**src/rtl/mmio_uart_tx.sv**
```systemverilog
// Memory-mapped 8N1 UART transmitter on the data-memory bus: TXDATA/STATUS/BAUDDIV
// registers in a 16-byte window, a TX FIFO and a registered serial line.
module mmio_uart_tx #(
  parameter logic [31:0] BASE_ADDR   = 32'hFFFF_0000,
  parameter int          DEPTH       = 8,
  parameter logic [15:0] DEFAULT_DIV = 16'd868
) (
  input  logic        clk,
  input  logic        clr,
  input  logic        we,
  input  logic [3:0]  byteEnable,
  input  logic [31:0] a,
  input  logic [31:0] wd,
  output logic [31:0] rd,
  output logic        sel,
  output logic        tx
);

  localparam int AW = $clog2(DEPTH);
  localparam logic [AW:0] FULL_CNT = (AW+1)'(DEPTH);

  typedef enum logic [1:0] {IDLE, START, DATA, STOP} state_t;

  state_t          state, state_n;
  logic [7:0]      fifo_mem [DEPTH];
  logic [AW-1:0]   wr_ptr, rd_ptr;
  logic [AW:0]     count;
  logic            overflow;
  logic [15:0]     bauddiv, eff_div;
  logic [15:0]     div_q, div_q_n, cnt, cnt_n;
  logic [2:0]      idx, idx_n;
  logic [7:0]      shift, shift_n;
  logic            tx_n;
  logic            pop, push, push_req, ovf_set, ovf_clr;
  logic            full, empty, last_cycle;
  logic [1:0]      offset;
  logic [31:0]     count_ext;
  logic [3:0]      count_sat;
  logic [31:0]     status;
  logic            unused_bits;

  assign offset      = a[3:2];
  assign sel         = (a[31:4] == BASE_ADDR[31:4]);
  assign full        = (count == FULL_CNT);
  assign empty       = (count == '0);
  assign eff_div     = (bauddiv == 16'd0) ? 16'd1 : bauddiv;
  assign unused_bits = ^{a[1:0], wd[31:16], byteEnable[3:2]};

  // A full FIFO still accepts a store when the engine pops in the same cycle.
  assign push_req = sel && we && (offset == 2'd0) && byteEnable[0];
  assign push     = push_req && (!full || pop);
  assign ovf_set  = push_req && !push;
  assign ovf_clr  = sel && we && (offset == 2'd1) && byteEnable[0] && wd[3];

  always_ff @(posedge clk or posedge clr) begin
    if (clr) begin
      wr_ptr   <= '0;
      rd_ptr   <= '0;
      count    <= '0;
      overflow <= 1'b0;
    end else begin
      if (push) wr_ptr <= wr_ptr + 1'b1;
      if (pop)  rd_ptr <= rd_ptr + 1'b1;
      case ({push, pop})
        2'b10:   count <= count + 1'b1;
        2'b01:   count <= count - 1'b1;
        default: count <= count;
      endcase
      if (ovf_set)      overflow <= 1'b1;
      else if (ovf_clr) overflow <= 1'b0;
    end
  end

  always_ff @(posedge clk) begin
    if (push) fifo_mem[wr_ptr] <= wd[7:0];
  end

  always_ff @(posedge clk or posedge clr) begin
    if (clr) begin
      bauddiv <= DEFAULT_DIV;
    end else if (sel && we && (offset == 2'd2)) begin
      if (byteEnable[0]) bauddiv[7:0]  <= wd[7:0];
      if (byteEnable[1]) bauddiv[15:8] <= wd[15:8];
    end
  end

  always_ff @(posedge clk or posedge clr) begin
    if (clr) begin
      state <= IDLE;
      cnt   <= '0;
      idx   <= '0;
      shift <= '0;
      div_q <= '0;
      tx    <= 1'b1;
    end else begin
      state <= state_n;
      cnt   <= cnt_n;
      idx   <= idx_n;
      shift <= shift_n;
      div_q <= div_q_n;
      tx    <= tx_n;
    end
  end

  // tx is registered from the next-state view so each phase starts on its edge.
  always_comb begin
    state_n    = state;
    cnt_n      = cnt;
    idx_n      = idx;
    shift_n    = shift;
    div_q_n    = div_q;
    pop        = 1'b0;
    last_cycle = (cnt == div_q - 16'd1);
    case (state)
      IDLE: begin
        if (!empty) begin
          pop     = 1'b1;
          shift_n = fifo_mem[rd_ptr];
          div_q_n = eff_div;
          cnt_n   = '0;
          idx_n   = '0;
          state_n = START;
        end
      end
      START: begin
        if (last_cycle) begin
          cnt_n   = '0;
          idx_n   = '0;
          state_n = DATA;
        end else begin
          cnt_n = cnt + 16'd1;
        end
      end
      DATA: begin
        if (last_cycle) begin
          cnt_n   = '0;
          shift_n = shift >> 1;
          idx_n   = idx + 3'd1;
          if (idx == 3'd7) state_n = STOP;
        end else begin
          cnt_n = cnt + 16'd1;
        end
      end
      STOP: begin
        if (last_cycle) begin
          cnt_n   = '0;
          state_n = IDLE;
        end else begin
          cnt_n = cnt + 16'd1;
        end
      end
      default: state_n = IDLE;
    endcase
    case (state_n)
      START:   tx_n = 1'b0;
      DATA:    tx_n = shift_n[0];
      default: tx_n = 1'b1;
    endcase
  end

  always_comb begin
    count_ext = 32'(count);
    count_sat = (count_ext > 32'd15) ? 4'hF : count_ext[3:0];
  end

  assign status = {24'd0, count_sat, overflow, empty, full, (state != IDLE)};

  always_comb begin
    rd = '0;
    if (sel) begin
      case (offset)
        2'd1:    rd = status;
        2'd2:    rd = {16'd0, bauddiv};
        default: rd = '0;
      endcase
    end
  end

endmodule

```
**config.mk**
```make
export PLATFORM = sky130hd
export DESIGN_NAME = mmio_uart_tx
export DESIGN_NICKNAME = d
export VERILOG_FILES = /design/src/rtl/mmio_uart_tx.sv
export SDC_FILE = /design/constraint.sdc
export NUM_CORES = 1
export LEC_CHECK = 0
export BUFFER_PORTS_ARGS = -buffer_cell sky130_fd_sc_hd__buf_4
export CAP_MARGIN = 0
export CORE_ASPECT_RATIO = 0.5
export CORE_MARGIN = 5
export CORE_UTILIZATION = 39
export CTS_BUF_LIST = sky130_fd_sc_hd__clkbuf_4 sky130_fd_sc_hd__clkbuf_8
export DETAILED_ROUTE_END_ITERATION = 16
export RECOVER_POWER = 25
export SLEW_MARGIN = 0
export SYNTH_ARGS = -nofsm -noshare
export SYNTH_HDL_FRONTEND = slang
export SYNTH_SLANG_ARGS = --single-unit
```
**constraint.sdc**
```tcl
create_clock -name clk -period 6.7 [get_ports clk]
set_clock_uncertainty 0.15 [all_clocks]
set_input_delay 0.335 -clock clk [delete_from_list [all_inputs] [get_ports clk]]
set_output_delay 0.335 -clock clk [all_outputs]
set_load 0.1 [all_outputs]
```
## Word level (Yosys, flattened, before mapping)

Memories as Yosys holds them, arrays and structs flattened.
Cells that the tools add are included.

- $add $sub $neg: 7
- Multipliers: 0
- Divide/modulo/power cells: 0
- Order comparisons: 0
- Equality and inequality tests: 16
- Shift-type cells: 0
- Muxes and demuxes: 27
- Bitwise operators: 1
- Reductions and logical operators: 27

Operators by type and width:

| kind | number |
|---|---|
| 2-to-1 mux 16 bit | 4 |
| case mux 16 bit (2 select lines) | 2 |
| == test 28 bit, second input constant | 1 |
| adder 16 x 1 -> 16 bit, second input constant | 1 |
| == test 16 bit | 1 |
| logical NOT 16 bit | 1 |
| 2-to-1 mux 8 bit | 2 |
| case mux 8 bit (2 select lines) | 1 |
| subtractor 16 x 1 -> 16 bit, second input constant | 1 |
| == test 2 bit, second input constant | 5 |
| 2-to-1 mux 2 bit | 5 |
| adder 3 x 1 -> 3 bit, second input constant | 3 |
| logical AND 1 bit | 9 |
| 2-to-1 mux 3 bit | 3 |
| case mux 3 bit (3 select lines) | 1 |
| == test 2 x 1 -> 1 bit, second input constant | 4 |
| case mux 2 bit (4 select lines) | 1 |
| case mux 4 bit (2 select lines) | 1 |
| nonzero test 2 bit | 4 |
| 2-to-1 mux 1 bit | 6 |
| inequality test 2 bit, second input constant | 3 |
| AND reduction 2 bit | 3 |
| adder 4 x 1 -> 4 bit, second input constant | 1 |
| == test 4 bit, second input constant | 1 |
| 12 further kinds | 14 |

- Register bits: 73
- Bits in latches: 0
- RAM bits: 64
- ROM bits: 0
- Output and inout bits: 34
- Memories kept: 1

Memories:

| memory | depth | bits a word | rd ports | clocked after Yosys merged registers in | wr ports | RTL line | source |
|---|---|---|---|---|---|---|---|
| fifo_mem | 8 | 8 | 1 | 0 | 1 | 25 | `logic [7:0] fifo_mem [DEPTH];` |

## Logic depth before layout (Yosys ltp)

Gate-level depths: netlist of run 1.

- Word-level depth: 8
- Gate-level depth with buffers: 11

## Least setup slack after synthesis of run 1

No wires, ideal clock.

- Path kind: input to output
- From: in a[31]
- To: out rd[0]
- Arrival time: 3601 ps
- Required time: 6215 ps
- Slack: 2614 ps
- Stages: 6
- Path buffers: 1
- Path through: nand4_1 or3_1 nor2_1 clkbuf_1 nand2_1 nor2_1

- Word-level cells in the longest chain between the ends: 2

RTL lines:

| element | RTL line | source |
|---|---|---|
| start, declared | 12 | `input logic [31:0] a,` |
| == test 28 bit | 43 | `assign sel = (a[31:4] == BASE_ADDR[31:4]);` |
| via sel | 15 | `output logic sel,` |
| 2-to-1 mux 16 bit | 170 | `if (sel) begin` |
| end, declared | 14 | `output logic [31:0] rd,` |

The timed path passes the listed nets, and every way through them passes these cells.

==> impl_metrics.tcl, run 1 <==
set metrics [dict create \
    timing.max_slew.rel_slack -1.66 \
    yosysTopAreaCellShare 0.277 \
    critical_path_required_ns 6.17 \
    worst-r2r-cell-count 9 \
    synth.largest_area_cell "edfxtp_1" \
    drt_pre_antenna_iters 4 \
    floorplan.io_pins 105 \
    post-route-period-util 0.574 \
    final_hold_viol_count 0 \
    synthDistinctLibCells 62 \
    critPathMaxFanout 73 \
    layout.nets 765 \
    layout.filler_cells 1609 \
    timing.critical_path.arrival_ns 3.31 \
    cts-root-buf "clkbuf_8" \
    clock_path_buffers 2 \
    post_synth_main_area_contributors "edfxtp_1 28%, dfrtp_1 24%, mux4_2 5.2%" \
    detail_route.wirelength_um 15200 \
    netSwitchingPower_uw 513 \
    synth-edff-count 64 \
    fin_worst_hold_slack_ns 0.164 \
    floorplan.die_area_um2 20700 \
    global_route.overflow_total 0 \
    min_path_type "in -> reg" \
    row_count 34 \
    start_util 0.398 \
    post_cts.repair.setup_buffers 0 \
    worstSkewPairLatency_ns 0.44 \
    setup_violations 0 \
    cts_max_level 4 \
    die-height_um 104 \
    register_share_of_total_power 0.518 \
    multi_input_comb_area_um2 2920 \
    max_freq_mhz 260 \
    crit_path_capture_type "asynchronous set/reset pin" \
    pwr_density_cell_nw_per_um2 220 \
    groute.usage.overall 0.150 \
    final_critical_path_setup_slack_ns 2.86 \
    synth-seq-cells 137 \
    peakVddDrop_mv 0.122 \
    failed_checks "capacitance limit, slew limit" \
    drive_above_1_share 0.217 \
    pwr-share-clk 0.394 \
    wl_per_cell_um 16.3 \
    vias 4805 \
    cts_repair_resize_count 0 \
    critPathLaunchType "primary input" \
    gp_routability_congestion 0.794 \
    syn-cell-area_um2 6930 \
    clock_sinks 137 \
    timing.setup.tns_ns 0 \
    power.static_leakage_uw 0.00345 \
    cts.clk_slew.worst_paths_ns 0.08 \
    comb_power_share 0.089 \
    route.detailed.drc 0 \
    sequential_cell_area_um2 3760 \
    areaGrowthSynthToFinish_pct 17.1 \
    cts_buffers 17 \
    hold_buffers 15 \
    timing_worst_slew_pin_value_ns 4.00 \
    critPathSlowestCell "clkbuf_1" \
    cts_tree "built" \
    antenna_found_initial 0 \
    grt_setup_unrepaired "false" \
    post_synth_inst_count 604 \
    cell_by_cell_trace_of_the_critical_path "clkbuf_4, inv_1, clkbuf_1" \
    yosysWarningCount 0 \
    placement_stage_worst_setup_slack_ns 2.92 \
    antenna_left 0 \
    num_antenna_cells 0 \
    cp_slowest_stage_delay_ns 2.79 \
    run_status "finished with violations" \
    drt_first_iter_violations 379 \
    setup.worst_path.class "in -> async" \
    hold_depth 5 \
    grt_start_max_net_pins 74 \
    synth-async-reset-ratio 0.533 \
    postLayoutCoreUtil 0.466 \
    internal-power_uw 1270 \
    slew_viol_final 74 \
    place_hpwl_um 10300 \
    seq_area_frac_synth 0.542 \
    min_period_ns 3.84 \
    die_width_um 199 \
    cap_violations 1 \
    switching_share 0.287 \
    grt_pass1_wl_um 24900 \
    synth_flop_cell "dfrtp_1" \
    number_of_port_buffers 68 \
    grt_pass1_vias 4821 \
    postSynthAreaPerCell_um2 11.5 \
    design.core.area_um2 17400 \
    routed_via_density 5.17 \
]
area by class of cell:
type,instances,area share
flip-flops and latches,137,0.463
repair buffers,91,0.0850
clock buffers,17,0.0288
inverters,13,0.00601
well taps,234,0.0361
multi-input cells,422,0.360
clock inverters,15,0.0213
path summary, 6_finish.rpt:
path / end / slack (ns) / start
worst min register to register: div_q[8] / 0.34 / bauddiv[8]
worst max register to register: cnt[13] / 2.98 / div_q[0]
worst min-delay path: overflow / 0.16 / byteEnable[0]
worst max-delay path: div_q[0] / 2.86 / clr
min in group asynchronous: shift[1] / 1.30 / clr
max in group clk: cnt[13] / 2.98 / div_q[0]
through the flow:
step | instances | cell area (um2) | total power [uW]
after floorplan | 619 | 6990 | 1060
after global placement | 881 | 7580 | 1090
after detailed placement | 881 | 7580 | 1100
after CTS | 928 | 8140 | 1800
after global routing | 929 | 8110 | 1860
final | 929 | 8110 | 1790
cells by family after synthesis:
logic type      count (synthesis)  share of synthesized area
fa+ha+maj                      12                     0.0227
xor+xnor                       31                     0.0392
simple gates                  240                      0.171
compound gates                 69                     0.0699
other cells                     1                   0.000541
buf+inv                        60                     0.0448
flops                         137                      0.542
mux                            54                      0.110
cell usage in the layout, fill, tap and decap left out, types with 10 or more instances in the layout:
master          n
ha_1           11
mux4_2         16
a21oi_1        14
conb_1         16
xor2_1         14
nand4_1        10
mux2_2         18
nor2_1         44
inv_1          13
clkbuf_8       17
o21ai_0        20
and3_1         18
dfrtp_1        67
nor3_1         14
xnor2_1        17
mux2i_1        20
nand2_1        95
nor4_1         11
buf_4          65
dlygate4sd3_1  16
edfxtp_1       64
power by group through the flow:
stage               Clock, uW  Combinational (uW)  Sequential (uW)
floorplan                   0                 101              955
global placement            0                 152              942
detailed placement          0                 155              942
CTS                       717                 162              925
global route              755                 172              930
finish                    703                 159              925
registers in the layout, summed over array words and instances (netlist names):
register and cells:
fifo_mem 64, bauddiv 16, cnt 16, div_q 16, shift 8, count 4, idx 3, rd_ptr 3
wr_ptr 3, state 2, overflow 1, tx 1
metal layers:
| metal | vias up | part of all wire | global-route usage |
|---|---|---|---|
| met1 | 2394 | 0.47 | 0.213 |
| met4 | 0 | 0.0064 | 0.0385 |
| met5 | - | 0 | 0 |
| li1 | 2314 | - | - |
| met3 | 5 | 0.041 | 0.0259 |
| met2 | 92 | 0.48 | 0.241 |
cell usage after synthesis, drive strengths merged (14+ instances only):
cell type,number
a21oi,14
clkbuf,22
nor3,14
edfxtp,64
mux4,16
xor2,14
nand2,95
o21ai,20
mux2i,20
nor2,46
and3,18
mux2,18
xnor2,17
buf,25
dfrtp,67
worst max-delay path, delay by kind of cell:
family	cells	cell delay, ns
buf+inv	3	2.94
Note: power is estimated with default switching activity, not from simulation.
==> inputs of run 2 (changes only) <==
ABC_AREA = 1   (was default)
clock period = 3.11 ns   (was 6.7 ns; I/O delays follow)
==> run 2 against run 1 <==
The flow now finishes without violations. Worst setup slack got worse by 2.3 ns. Total power increased by 120%. Sequential cell count did not move. First-iteration DRC count grew 2.4%. Worst hold slack got worse by 0.015 ns. Clock power is 120% higher. Via count up 17%. Register-to-register slack worse by 2.5 ns. Global-route usage increased by 1.9 points. Cell area increased by 5.4%. Sequential share of layout area decreased by 2.4 points.
==> impl_metrics.tcl, run 2 <==
set metrics [dict create \
    pwr_density_cell_nw_per_um2 451 \
    postSynthAreaPerCell_um2 9.08 \
    detail_route.wirelength_um 17500 \
    global_route.overflow_total 0 \
    grt_setup_unrepaired "false" \
    run_status "finished, final reports clean" \
    critical_path_required_ns 3.35 \
    groute.usage.overall 0.170 \
    post_synth_main_area_contributors "edfxtp_1 27%, dfrtp_1 23%, nand2_1 8.4%" \
    drive_above_1_share 0.190 \
    place_hpwl_um 12400 \
    areaGrowthSynthToFinish_pct 19.9 \
    row_count 35 \
    routed_via_density 4.93 \
    antenna_left 0 \
    start_util 0.393 \
    flip_flop_count_of_the_largest_register_all_copies_and_words_added 64 \
    power.static_leakage_uw 0.00361 \
    most_frequent_cells_in_the_layout "159 x nand2_1, 78 x nor2_1, 74 x buf_4" \
    cts_tree "built" \
    synthDistinctLibCells 44 \
    fin_worst_hold_slack_ns 0.149 \
    number_of_port_buffers 68 \
    postLayoutCoreUtil 0.471 \
    vias 5613 \
    worstSkewPairLatency_ns 0.44 \
    grt_pass1_vias 5623 \
    timing.setup.tns_ns 0 \
    wl_per_cell_um 15.3 \
    post_synth_inst_count 786 \
    critPathMaxFanout 15 \
    drt_pre_antenna_iters 5 \
    layout.cells.most_common "nand2_1" \
    drt_first_iter_violations 388 \
    seq_area_frac_synth 0.526 \
    top_register "fifo_mem" \
    design.core.area_um2 18200 \
    critPathLaunchType "register" \
    cts_repair_resize_count 0 \
    cts_buffers 17 \
    setup.worst_path.class "reg -> reg" \
    layout.filler_cells 1747 \
    timing.critical_path.arrival_ns 2.83 \
    synth_common_cells "159 x nand2_1, 87 x nor2_1, 73 x inv_1" \
    setup_violations 0 \
    antenna_found_initial 0 \
    synth-edff-count 64 \
    synth.most_common_cell "nand2_1" \
    yosysWarningCount 0 \
    timing_worst_slew_pin_value_ns 1.36 \
    cap_violations 0 \
    slew_viol_final 0 \
    grt_start_max_net_pins 42 \
    die-height_um 106 \
    synth-async-reset-ratio 0.533 \
    synth_flop_cell "dfrtp_1" \
    hold_buffers 19 \
    num_antenna_cells 0 \
    min_path_type "in -> reg" \
    gp_routability_congestion 0.851 \
    synth-seq-cells 137 \
    post-route-period-util 0.835 \
    sequential_cell_area_um2 3760 \
    peakVddDrop_mv 0.352 \
    layout.nets 969 \
    max_freq_mhz 385 \
    clock_sinks 137 \
    min_period_ns 2.60 \
    grt_pass1_wl_um 28800 \
    final_hold_viol_count 0 \
    cts.clk_slew.worst_paths_ns 0.09 \
    die_width_um 201 \
    yosysTopAreaCellShare 0.269 \
    timing.max_slew.rel_slack 0.0940 \
    crit_path_capture_type "register" \
    syn-cell-area_um2 7140 \
    cts_max_level 4 \
    route.detailed.drc 0 \
    floorplan.die_area_um2 21300 \
    synth.largest_area_cell "edfxtp_1" \
    multi_input_comb_area_um2 2980 \
    cts-root-buf "clkbuf_8" \
    floorplan.io_pins 105 \
    post_cts.repair.setup_buffers 0 \
    clock_path_buffers 2 \
]
run 2: cell count changes after synthesis, sizes merged, moves of 9 or more:
cell | previous run | this run
mux2i | 20 | 0
xnor2 | 17 | 8
o21ai | 20 | 74
nor2 | 46 | 102
clkbuf | 22 | 12
and3 | 18 | 0
inv | 13 | 77
nand3 | 9 | 56
nand2 | 95 | 168
o221ai | 0 | 13
mux4 | 16 | 0
run 2: kinds of logic (layout without fill, tap and decap cells):
group	Yosys count	count (layout)	synth area share
other	1	16	0.000525
buffers and inverters	115	213	0.0699
XOR/XNOR	24	24	0.0295
flip-flops	137	137	0.526
multiplexers	15	15	0.0237
AND/OR/NAND/NOR	375	375	0.243
adder cells (fa/ha/maj)	12	12	0.0221
AO/OA/AOI/OAI	107	107	0.0852
run 2: final timing paths:
| kind | start | end | slack (ns) | depth (start not counted) |
|---|---|---|---|---|
| setup / recovery | div_q[0] | tx | 0.51 | 13 |
| setup reg to reg | div_q[0] | tx | 0.51 | 13 |
| hold reg to reg | shift[2] | shift[2] | 0.34 | 2 |
| min in group asynchronous | clr | count[1] | 0.53 | 3 |
| hold / removal | a[3] | overflow | 0.15 | 7 |
| max in group asynchronous | clr | bauddiv[6] | 1.36 | 4 |
run 2: metal layers:
layer,track usage,share of wire,vias to the layer above
li1,-,-,2816
met1,0.216,0.45,2678
met2,0.299,0.50,103
met3,0.0301,0.034,16
met4,0.0468,0.011,0
met5,0,0,-
run 2: layout make-up:
type / count / area share
Clock buffer: 20 / 0.0307
Clock inverter: 12 / 0.0193
Inverter: 78 / 0.0342
Multi-Input combinational cell: 549 / 0.348
Sequential cell: 137 / 0.439
Tap cell: 240 / 0.0351
Timing Repair Buffer: 103 / 0.0939
run 2: power by group:
group          switching, uW  internal [uW]
logic                    219           90.2
clock network            734            847
registers               25.4           1940
total                    978           2880
run 2: worst max-delay path, stage by stage, from the launching register on:
cell,delay [ns]
dfrtp_1,0.42
inv_1,0.18
ha_1,0.28
nand2_1,0.07
inv_1,0.03
nor3_1,0.29
nand3_1,0.15
nor3_2,0.33
nand2_4,0.20
a21oi_4,0.18
nand2_2,0.08
nor2_1,0.08
nand2_1,0.05
nand2_1,0.05
run 2: per-stage QoR:
stage | total power, uW | setup WS, ns | area (um2) | cells
after floorplan | 2210 | -0.183 | 7230 | 801
after global placement | 2300 | 0.360 | 7970 | 1088
after detailed placement | 2300 | 0.330 | 7970 | 1088
after CTS | 3900 | 0.479 | 8590 | 1139
after global routing | 4000 | 0.222 | 8560 | 1139
final | 3850 | 0.514 | 8560 | 1139
==> inputs of run 3 (changes only) <==
ABC_AREA = 0   (was 1)
clock period = 2.6 ns   (was 3.11 ns; I/O delays follow)
==> run 3 against run 2 <==
The run now ends with setup timing left. Critical path depth shrank 3. Highest routed layer unchanged. Via count shrank 11%. Sequential cell count is the same. Clock power grew 32%. Routed wire length shrank 11%. Worst setup slack lost 0.85 ns. First-iteration DRC count shrank 32%. Count of clock-buffer cells in the layout is the same. Sequential share of layout area shrank 1.2 points.
==> impl_metrics.tcl, run 3 (synthesized netlist as in run 1, its figures left out) <==
set metrics [dict create \
    run_status "finished with violations" \
    failed_checks "setup timing" \
    slew_viol_final 0 \
    drive_above_1_share 0.299 \
    routed_via_density 5.05 \
    critical_path_required_ns 2.81 \
    pwr_density_cell_nw_per_um2 555 \
    register_share_of_total_power 0.489 \
    cts.clk_slew.worst_paths_ns 0.08 \
    vias 4999 \
    worst_r2r_startpoint "div_q[1]" \
    cts-root-buf "clkbuf_8" \
    critPathMaxFanout 5 \
    critical_path.endpoint "tx" \
    layout.filler_cells 1563 \
    min_period_ns 2.94 \
    start_util 0.398 \
    internal-power_uw 3680 \
    netSwitchingPower_uw 1200 \
    post-route-period-util 1.13 \
    design.core.area_um2 17400 \
    row_count 34 \
    crit_buf_inv 2 \
    grt_pass1_vias 5038 \
    top_register "fifo_mem" \
    floorplan.die_area_um2 20700 \
    die_width_um 199 \
    timing_worst_slew_pin_value_ns 0.918 \
    die-height_um 104 \
    drt_first_iter_violations 265 \
    critPathSlowestCell "or4b_4" \
    fin_worst_hold_slack_ns 0.0458 \
    pwr-share-clk 0.426 \
    floorplan.io_pins 105 \
    num_antenna_cells 0 \
    layout.nets 825 \
    detail_route.wirelength_um 15600 \
    flip_flop_count_of_the_largest_register_all_copies_and_words_added 64 \
    worst-r2r-cell-count 10 \
    clock_sinks 137 \
    gp_routability_congestion 0.831 \
    cts_buffers 17 \
    cp_slowest_stage_delay_ns 0.46 \
    timing.critical_path.max_delay_family "simple AND/OR/NAND/NOR gates" \
    cp_num_cells 10 \
    route.detailed.drc 0 \
    cts_tree "built" \
    layout.cells.most_common "buf_4" \
    reg2reg_to "tx" \
    wl_per_cell_um 15.8 \
    setup.worst_path.class "reg -> reg" \
    crit_path_capture_type "register" \
    timing.max_slew.rel_slack 0.387 \
    comb_power_share 0.085 \
    cap_violations 0 \
    place_hpwl_um 11300 \
    number_of_port_buffers 68 \
    worstSkewPairLatency_ns 0.45 \
    cts_max_level 4 \
    max_freq_mhz 341 \
    grt_pass1_wl_um 25600 \
    placedCellCount 933 \
    switching_share 0.246 \
    setup_violations 30 \
    final_critical_path_setup_slack_ns -0.335 \
    critPathLaunchType "register" \
    peakVddDrop_mv 0.316 \
    r2r_setup_slk_ns -0.34 \
    global_route.overflow_total 0 \
    timing.critical_path.from "div_q[1]" \
    power.static_leakage_uw 0.00383 \
    groute.usage.overall 0.155 \
    grt_setup_unrepaired "true" \
    antenna_found_initial 0 \
    min_path_type "in -> reg" \
    most_frequent_cells_in_the_layout "119 x buf_4, 93 x nand2_1, 67 x dfrtp_1" \
    antenna_left 0 \
    final-instance-count-excl-fill 989 \
    grt_start_max_net_pins 54 \
    clock_path_buffers 2 \
    areaGrowthSynthToFinish_pct 26.9 \
    drt_pre_antenna_iters 5 \
    cell_by_cell_trace_of_the_critical_path "inv_2, ha_4, or4b_4, or3_4, mux2i_1, a211o_2, o2111ai_4, buf_6, nor2_1, or4_1" \
    timing.critical_path.arrival_ns 3.15 \
    final_hold_viol_count 0 \
]
## run 3: cell count changes in the layout (fill, tap and decap cells not counted), sizes merged, moves of 8 or more
cell	change
nor2	-56
inv	-63
mux4	+16
xnor2	+9
o21ai	-54
nand3	-47
nand4	-8
and3	+18
buf	+50
nand2	-73
o221ai	-13
mux2i	+20
## run 3: per-layer routing
layer	vias up	share of wire	GRT usage	wire, um
met1	2455	0.46	0.200	7180
met2	86	0.49	0.260	7630
met5	-	0	0	0
li1	2441	-	-	-
met4	0	0.012	0.0459	187
met3	17	0.040	0.0382	628
## run 3: through the flow
step	total power [uW]	setup TNS [ns]	worst slack, ns	util	cell area [um2]
after floorplan	2720	-6.82	-0.398	-	7070
after global placement	2830	-5.58	-0.329	0.463	8060
after detailed placement	2840	-7.20	-0.380	0.463	8060
after CTS	4960	-5.61	-0.290	0.506	8800
after global routing	5090	-11.22	-0.454	0.506	8800
final	4880	-7.63	-0.335	0.506	8800
## run 3: final cells by class
type / instances / area, um2 / share of cell area
Clock buffer: 20 / 263 / 0.0299
Clock inverter: 12 / 210 / 0.0239
Inverter: 13 / 48.8 / 0.00555
Tap cell: 234 / 293 / 0.0333
Sequential cell: 137 / 3760 / 0.427
Timing Repair Buffer: 151 / 1200 / 0.136
Multi-Input combinational cell: 422 / 3030 / 0.344
## run 3: how the worst min path moves through the flow
stage,endpoint,cells after the start,startpoint
after floorplan,fifo_mem[0][0],0,wd[0]
after global placement,shift[2],2,clr
after detailed placement,shift[2],2,clr
after CTS,overflow,6,byteEnable[0]
after global routing,overflow,6,byteEnable[0]
final,overflow,6,byteEnable[0]
## run 3: repair_timing
item                       CTS  global route
pin swaps                    5             3
hold endpoints to repair   103             0
resized for setup           11             6
setup endpoints to repair   30            30
buffers inserted             3             2
hold buffers                18             0
gates cloned                 1             0
## run 3: worst min-delay path, cell delays in order
cell       delay (ns)
buf_4            0.11
nand2_1          0.05
nor3_1           0.05
buf_4            0.14
nand2_1          0.06
o2bb2ai_1        0.05
## run 3: power groups by stage
stage / registers [uW] / logic, uW / clock network [uW]
after CTS: 2390 / 425 / 2140
final: 2390 / 414 / 2080
after global placement: 2430 / 396 / 0
after floorplan: 2460 / 260 / 0
after detailed placement: 2430 / 403 / 0
after global routing: 2400 / 450 / 2240
